<file path="src/rtl/noc_output_arbiter.sv">
// Output-port stage of the router: round-robin wormhole arbitration across the
// input blocks, a registered link toward the neighbour, and per-VC credit counters.
module noc_output_arbiter #(
  parameter int NUM_INPUTS = 5,
  parameter int FLIT_WIDTH = 64,
  parameter int CHANNELS   = 2,
  parameter int CREDIT_MAX = 4,
  parameter int VC_W       = (CHANNELS > 1) ? $clog2(CHANNELS) : 1
) (
  input  logic                           noc_clk,
  input  logic                           noc_rst_n,
  input  logic [NUM_INPUTS-1:0]          req_valid,
  input  logic [NUM_INPUTS*FLIT_WIDTH-1:0] req_flit,
  input  logic [NUM_INPUTS*VC_W-1:0]     req_vc,
  input  logic [NUM_INPUTS-1:0]          req_head,
  input  logic [NUM_INPUTS-1:0]          req_tail,
  output logic [NUM_INPUTS-1:0]          req_ready,
  output logic                           out_valid,
  output logic [FLIT_WIDTH-1:0]          out_flit,
  output logic [VC_W-1:0]                out_vc,
  output logic                           out_tail,
  input  logic                           credit_valid,
  input  logic [VC_W-1:0]                credit_vc,
  output logic                           port_busy,
  output logic [2:0]                     owner,
  output logic                           credit_err
);

  // Handshake: a flit moves on input i in a cycle where req_valid[i] && req_ready[i];
  // req_ready is combinational, so requesters hold valid and payload until accepted.

  localparam int CNT_W    = $clog2(CREDIT_MAX + 1);
  localparam int PTR_W    = (NUM_INPUTS > 1) ? $clog2(NUM_INPUTS) : 1;
  localparam int VC_SLOTS = 1 << VC_W;
  localparam logic [CNT_W-1:0] CRED_FULL = CNT_W'(CREDIT_MAX);

  typedef enum logic {
    ST_IDLE   = 1'b0,
    ST_LOCKED = 1'b1
  } state_t;

  state_t                r_state;
  logic [PTR_W-1:0]      r_rr_ptr;
  logic [2:0]            r_owner;
  logic [VC_W-1:0]       r_locked_vc;
  logic [CNT_W-1:0]      r_credit [CHANNELS];
  logic                  r_credit_err;
  logic                  r_out_valid;
  logic [FLIT_WIDTH-1:0] r_out_flit;
  logic [VC_W-1:0]       r_out_vc;
  logic                  r_out_tail;

  logic [FLIT_WIDTH-1:0] w_flit  [NUM_INPUTS];
  logic [VC_W-1:0]       w_in_vc [NUM_INPUTS];
  logic [NUM_INPUTS-1:0] w_cand;
  logic [VC_SLOTS-1:0]   w_vc_ok;
  logic [NUM_INPUTS-1:0] w_ready;
  logic [2:0]            w_sel;
  logic                  w_xfer;
  logic                  w_sel_tail;
  logic [VC_W-1:0]       w_send_vc;
  logic [PTR_W-1:0]      w_rr_next;
  logic [CHANNELS-1:0]   w_dec;
  logic [CHANNELS-1:0]   w_inc;

  // VC indices beyond CHANNELS never have credit, so such heads are never granted.
  for (genvar v = 0; v < VC_SLOTS; v++) begin : g_vc_ok
    if (v < CHANNELS) begin : g_real
      assign w_vc_ok[v] = (r_credit[v] != '0);
    end else begin : g_none
      assign w_vc_ok[v] = 1'b0;
    end
  end

  for (genvar i = 0; i < NUM_INPUTS; i++) begin : g_unpack
    assign w_flit[i]  = req_flit[i*FLIT_WIDTH +: FLIT_WIDTH];
    assign w_in_vc[i] = req_vc[i*VC_W +: VC_W];
    assign w_cand[i]  = req_valid[i] & req_head[i] & w_vc_ok[w_in_vc[i]];
  end

  always_comb begin : arb_comb
    int   idx;
    logic found;
    idx     = 0;
    found   = 1'b0;
    w_ready = '0;
    w_sel   = '0;
    if (r_state == ST_IDLE) begin
      for (int k = 0; k < NUM_INPUTS; k++) begin
        idx = int'(r_rr_ptr) + k;
        if (idx >= NUM_INPUTS) idx = idx - NUM_INPUTS;
        if (!found && w_cand[idx]) begin
          found = 1'b1;
          w_sel = 3'(idx);
        end
      end
      if (found) w_ready[w_sel] = 1'b1;
    end else begin
      // Body flits ride the VC captured from the head; req_vc/req_head are ignored.
      w_sel = r_owner;
      if (req_valid[r_owner] && w_vc_ok[r_locked_vc]) w_ready[r_owner] = 1'b1;
    end
  end

  assign w_xfer     = |w_ready;
  assign w_sel_tail = req_tail[w_sel];
  assign w_send_vc  = (r_state == ST_IDLE) ? w_in_vc[w_sel] : r_locked_vc;
  assign w_rr_next  = (int'(w_sel) >= NUM_INPUTS - 1) ? '0 : PTR_W'(w_sel) + 1'b1;

  always_comb begin : credit_comb
    w_dec = '0;
    w_inc = '0;
    for (int v = 0; v < CHANNELS; v++) begin
      w_dec[v] = w_xfer && (w_send_vc == VC_W'(v));
      w_inc[v] = credit_valid && (credit_vc == VC_W'(v));
    end
  end

  always_ff @(posedge noc_clk or negedge noc_rst_n) begin : credit_ff
    if (!noc_rst_n) begin
      for (int v = 0; v < CHANNELS; v++) r_credit[v] <= CRED_FULL;
      r_credit_err <= 1'b0;
    end else begin
      for (int v = 0; v < CHANNELS; v++) begin
        if (w_inc[v] && !w_dec[v]) begin
          // A return into a full counter means the neighbour over-credited us.
          if (r_credit[v] == CRED_FULL) r_credit_err <= 1'b1;
          else                          r_credit[v] <= r_credit[v] + 1'b1;
        end else if (w_dec[v] && !w_inc[v]) begin
          r_credit[v] <= r_credit[v] - 1'b1;
        end
      end
    end
  end

  always_ff @(posedge noc_clk or negedge noc_rst_n) begin : fsm_ff
    if (!noc_rst_n) begin
      r_state     <= ST_IDLE;
      r_rr_ptr    <= '0;
      r_owner     <= '0;
      r_locked_vc <= '0;
      r_out_valid <= 1'b0;
      r_out_flit  <= '0;
      r_out_vc    <= '0;
      r_out_tail  <= 1'b0;
    end else begin
      r_out_valid <= w_xfer;
      r_out_flit  <= w_xfer ? w_flit[w_sel] : '0;
      r_out_vc    <= w_xfer ? w_send_vc : '0;
      r_out_tail  <= w_xfer & w_sel_tail;
      case (r_state)
        ST_IDLE: begin
          if (w_xfer) begin
            r_rr_ptr <= w_rr_next;
            // Single-flit packets leave the port open for the next head at once.
            if (!w_sel_tail) begin
              r_state     <= ST_LOCKED;
              r_owner     <= w_sel;
              r_locked_vc <= w_in_vc[w_sel];
            end
          end
        end
        ST_LOCKED: begin
          if (w_xfer && w_sel_tail) begin
            r_state <= ST_IDLE;
            r_owner <= '0;
          end
        end
        default: begin
          r_state <= ST_IDLE;
          r_owner <= '0;
        end
      endcase
    end
  end

  assign req_ready  = w_ready;
  assign out_valid  = r_out_valid;
  assign out_flit   = r_out_flit;
  assign out_vc     = r_out_vc;
  assign out_tail   = r_out_tail;
  assign port_busy  = (r_state == ST_LOCKED);
  assign owner      = r_owner;
  assign credit_err = r_credit_err;

endmodule

</file>
<file path="config.mk">
export PLATFORM = sky130hd
export DESIGN_NAME = noc_output_arbiter
export DESIGN_NICKNAME = d
export VERILOG_FILES = /design/src/rtl/noc_output_arbiter.sv
export SDC_FILE = /design/constraint.sdc
export NUM_CORES = 1
export LEC_CHECK = 0
export CAP_MARGIN = 0
export CORE_ASPECT_RATIO = 0.5
export CORE_MARGIN = 3
export CORE_UTILIZATION = 34
export DETAILED_ROUTE_END_ITERATION = 6
export PLACE_DENSITY_LB_ADDON = 0.15
export SYNTH_ARGS = -nofsm -noshare
export SYNTH_HDL_FRONTEND = slang
export SYNTH_SLANG_ARGS = --single-unit
</file>
<file path="constraint.sdc">
create_clock -name noc_clk -period 5.74 [get_ports noc_clk]
set_clock_uncertainty 0.15 [all_clocks]
set_input_delay 0.574 -clock noc_clk [delete_from_list [all_inputs] [get_ports noc_clk]]
set_output_delay 0.574 -clock noc_clk [all_outputs]
set_load 0.1 [all_outputs]
</file>
==> run_results.csv <==
group,metric,value,unit
routing,drtPass1Iterations,5,
global_route,overflow,0,
sta,max-slew-margin-rel,24.5,%
floorplanning,io_pins,421,
critical_path,ff2ff_path_depth,20,
logic_synthesis,syn_area_per_cell,10.5,sq um
global_route,grt_pass1_wl,44100,microns
sta,maxSlewViolCount,0,
logic_synthesis,synthDominantCellAreaShare,30.3,%
clock_network,clk_pin_slew,60,ps
routing,drt_wl_total,29400,microns
critical_path,worstPathArrival,5460,ps
logic_synthesis,ys_seq_area_share,31.1,%
logic_synthesis,synth_edf_count,0,
routing,drt-initial-drc-count,499,
critical_path,crit_top_cell,"ha_1",
critical_path,critPathMaxStageDelay,450,ps
routing,wl_per_cell,22.6,microns
critical_path,r2r_start,"r_rr_ptr[0]$_DFFE_PN0P_",
global_route,grt_max_degree,73,
clock_network,cts_tree,"yes",
logic_synthesis,yosysUniqueCellTypes,77,
critical_path,worstPathCellList,"inv_2 > ha_1 > inv_1 > ha_1 > o31a_1 > o22ai_2 > mux2i_1 > or3_4 > and3_4 > a2111o_1 > o22a_1 > nor3_4 > a221o_1 > a21o_1 > nand2_1 > fa_1 > or2_2 > a211oi_2 > a311o_1 > o311ai_1",
logic_synthesis,synth_nets,990,
sta,fmax,187,MHz
critical_path,startpoint_type,"flip-flop",
sta,hold_violations,0,
critical_path,path_buf_inv,2,
routing,drc,0,
critical_path,required,5840,ps
global_route,grt_usage,27.0,%
floorplanning,die_area,21300,sq um
critical_path,worst_r2r_endpoint,"r_credit[5]$_DFFE_PN1P_",
floorplanning,initial_core_util,35.3,%
place,port_buffers,420,
layout,drive_above_1_share,13.7,%
sta,tns,0,ps
clock_network,cts_buffers,9,
logic_synthesis,synthesis.area,6620,sq um
logic_synthesis,syn-instance-count,630,
layout,nets,1391,
sta,setup_viol,0,
floorplanning,core_area,18700,sq um
critical_path,cp_top_family,"compound AO/OA/AOI/OAI gates",
routing,dr_total_vias,7170,
floorplanning,row_count,35,
clock_network,worstSkewPairLatency,340,ps
routing,via_per_inst,5.53,
logic_synthesis,synth_top_cell_by_area,"dfrtp_1",
clock_network,cts_max_level,3,
clock_network,cts_setup_buffers,0,
logic_synthesis,yosysMostFrequentCell,"nor2_1",
sta,tightest_slew,1130,ps
logic_synthesis,synth-main-ff-cell,"dfrtp_1",
routing,final_antenna_net_count,0,
logic_synthesis,synth_area_leaders,"dfrtp_1 30%, mux4_2 22%, a22oi_1 7.7%",
floorplanning,chipWidth,203,microns
clock_network,cts_sinks,82,
logic_synthesis,yosysWarningCount,0,
critical_path,cp-endpoint,"r_credit[5]$_DFFE_PN1P_",
clock_network,cts_root_buf,"clkbuf_16",
run_status,status,"completed",
logic_synthesis,ys_ff_latch,82,
critical_path,crit_type,"flip-flop to flip-flop",
place,gp_congestion,0.931,
critical_path,crit_cells,20,
sta,period_share,93.4,%
global_route,antenna_found_initial,2,
floorplanning,die_h,105,microns
critical_path,startpoint,"r_rr_ptr[0]$_DFFE_PN0P_",
critical_path,ff2ff_setup_slack,380,ps
critical_path,worstPathMaxFanout,9,
sta,rsz0062_at_grt,"false",
run,drv_cap,0,
layout,syn2layout_area_growth,72.9,%
clock_network,cts_max_path_buffers,2,
sta,min_period,5360,ps
global_route,grt_pass1_vias,7355,
place,post-dp-hpwl,23800,microns
worst_hold_path,hold_path.class,"flip-flop to flip-flop",
critical_path,end_kind,"flip-flop",
critical_path,slowest_stage,"or3_4",
logic_synthesis,yosys-top-cells-count,"93 x nor2_1, 80 x dfrtp_1, 68 x a22oi_1",
logic_synthesis,async_reset_ff_share,100,%
layout,fill_cells,1618,
cells in the final DEF (no fill, tap or decap), drive strengths merged, types with 8 or more instances in the layout:
| cell type | count |
|---|---|
| a211oi | 12 |
| a21oi | 11 |
| a22oi | 69 |
| buf | 24 |
| clkbuf | 11 |
| clkdlybuf4s50 | 414 |
| dfrtp | 80 |
| ha | 14 |
| inv | 22 |
| mux2i | 14 |
| mux4 | 64 |
| nand2 | 30 |
| nand3 | 10 |
| nor2 | 93 |
| nor2b | 8 |
| nor3 | 8 |
| nor4 | 9 |
| o21ai | 13 |
| or3 | 8 |
registers in the layout (all words and copies together) (netlist names), named ones only:
register     cells
r_rr_ptr         3
credit_err       1
out_flit        64
owner            3
out_tail         1
out_vc           1
out_valid        1
r_credit         6
r_locked_vc      1
stage by stage:
step	instances	util, %	setup slack, ps	area (sq um)	hold slack [ps]
floorplan	630	-	291	6630	128
global placement	1278	59.1	332	11100	280
detailed placement	1278	59.1	211	11100	278
CTS	1295	60.9	241	11400	359
global route	1297	61.0	45.9	11400	387
finish	1297	61.0	381	11400	350
tightest hold or removal path: cells and delay by family (launching register included):
family,cells,cell delay (ps)
AOI/OAI and AO/OA,1,60
buffers and inverters,1,40
DFF,1,360
how the worst min path moves through the flow:
stage | from | depth (start not counted) | endpoint
final | credit_err$_DFF_PN0_ | 2 | credit_err$_DFF_PN0_
after global routing | credit_err$_DFF_PN0_ | 2 | credit_err$_DFF_PN0_
after CTS | credit_err$_DFF_PN0_ | 2 | credit_err$_DFF_PN0_
after detailed placement | noc_rst_n | 1 | credit_err$_DFF_PN0_
after global placement | noc_rst_n | 1 | credit_err$_DFF_PN0_
after floorplan | noc_rst_n | 0 | asynchronous set/reset pin
timing repair:
item | 4_1_cts | 5_1_grt
hold buffers | 1 | 0
setup endpoints to repair | 0 | 1
endpoints found under the hold margin | 8 | 0
resized for setup | 0 | 4
cells by family (layout without fill, tap and decap cells):
group | Yosys count | count (layout) | synth area share, %
and+or+nand+nor | 203 | 203 | 14.9
AOI/OAI and AO/OA | 169 | 169 | 20.0
muxes | 82 | 82 | 24.6
DFF | 82 | 82 | 31.1
buffers and inverters | 70 | 476 | 5.05
adders and majority gates | 16 | 16 | 3.25
xor gates and xnor gates | 8 | 8 | 1.06
other | 0 | 2 | 0
metal layers:
layer	global-route usage (%)	routed length (microns)	vias up
li1	-	-	3266
met1	34.4	11900	3601
met2	47.3	15100	257
met3	5.29	1700	46
met4	7.11	668	0
met5	0	0	-
area by class of cell:
cell class	count	area [sq um]	share of cell area (%)
antenna	2	5.00	0.0438
clock buffer	11	243	2.12
multi-input combinational	478	4270	37.4
inverter	21	81.3	0.711
clock inverter	5	86.3	0.755
tap	259	324	2.83
timing repair buffer	439	4370	38.2
sequential	82	2050	18.0
Power is not shown: default switching activity piles up to over one toggle a cycle in this logic, so the estimate is an artifact.
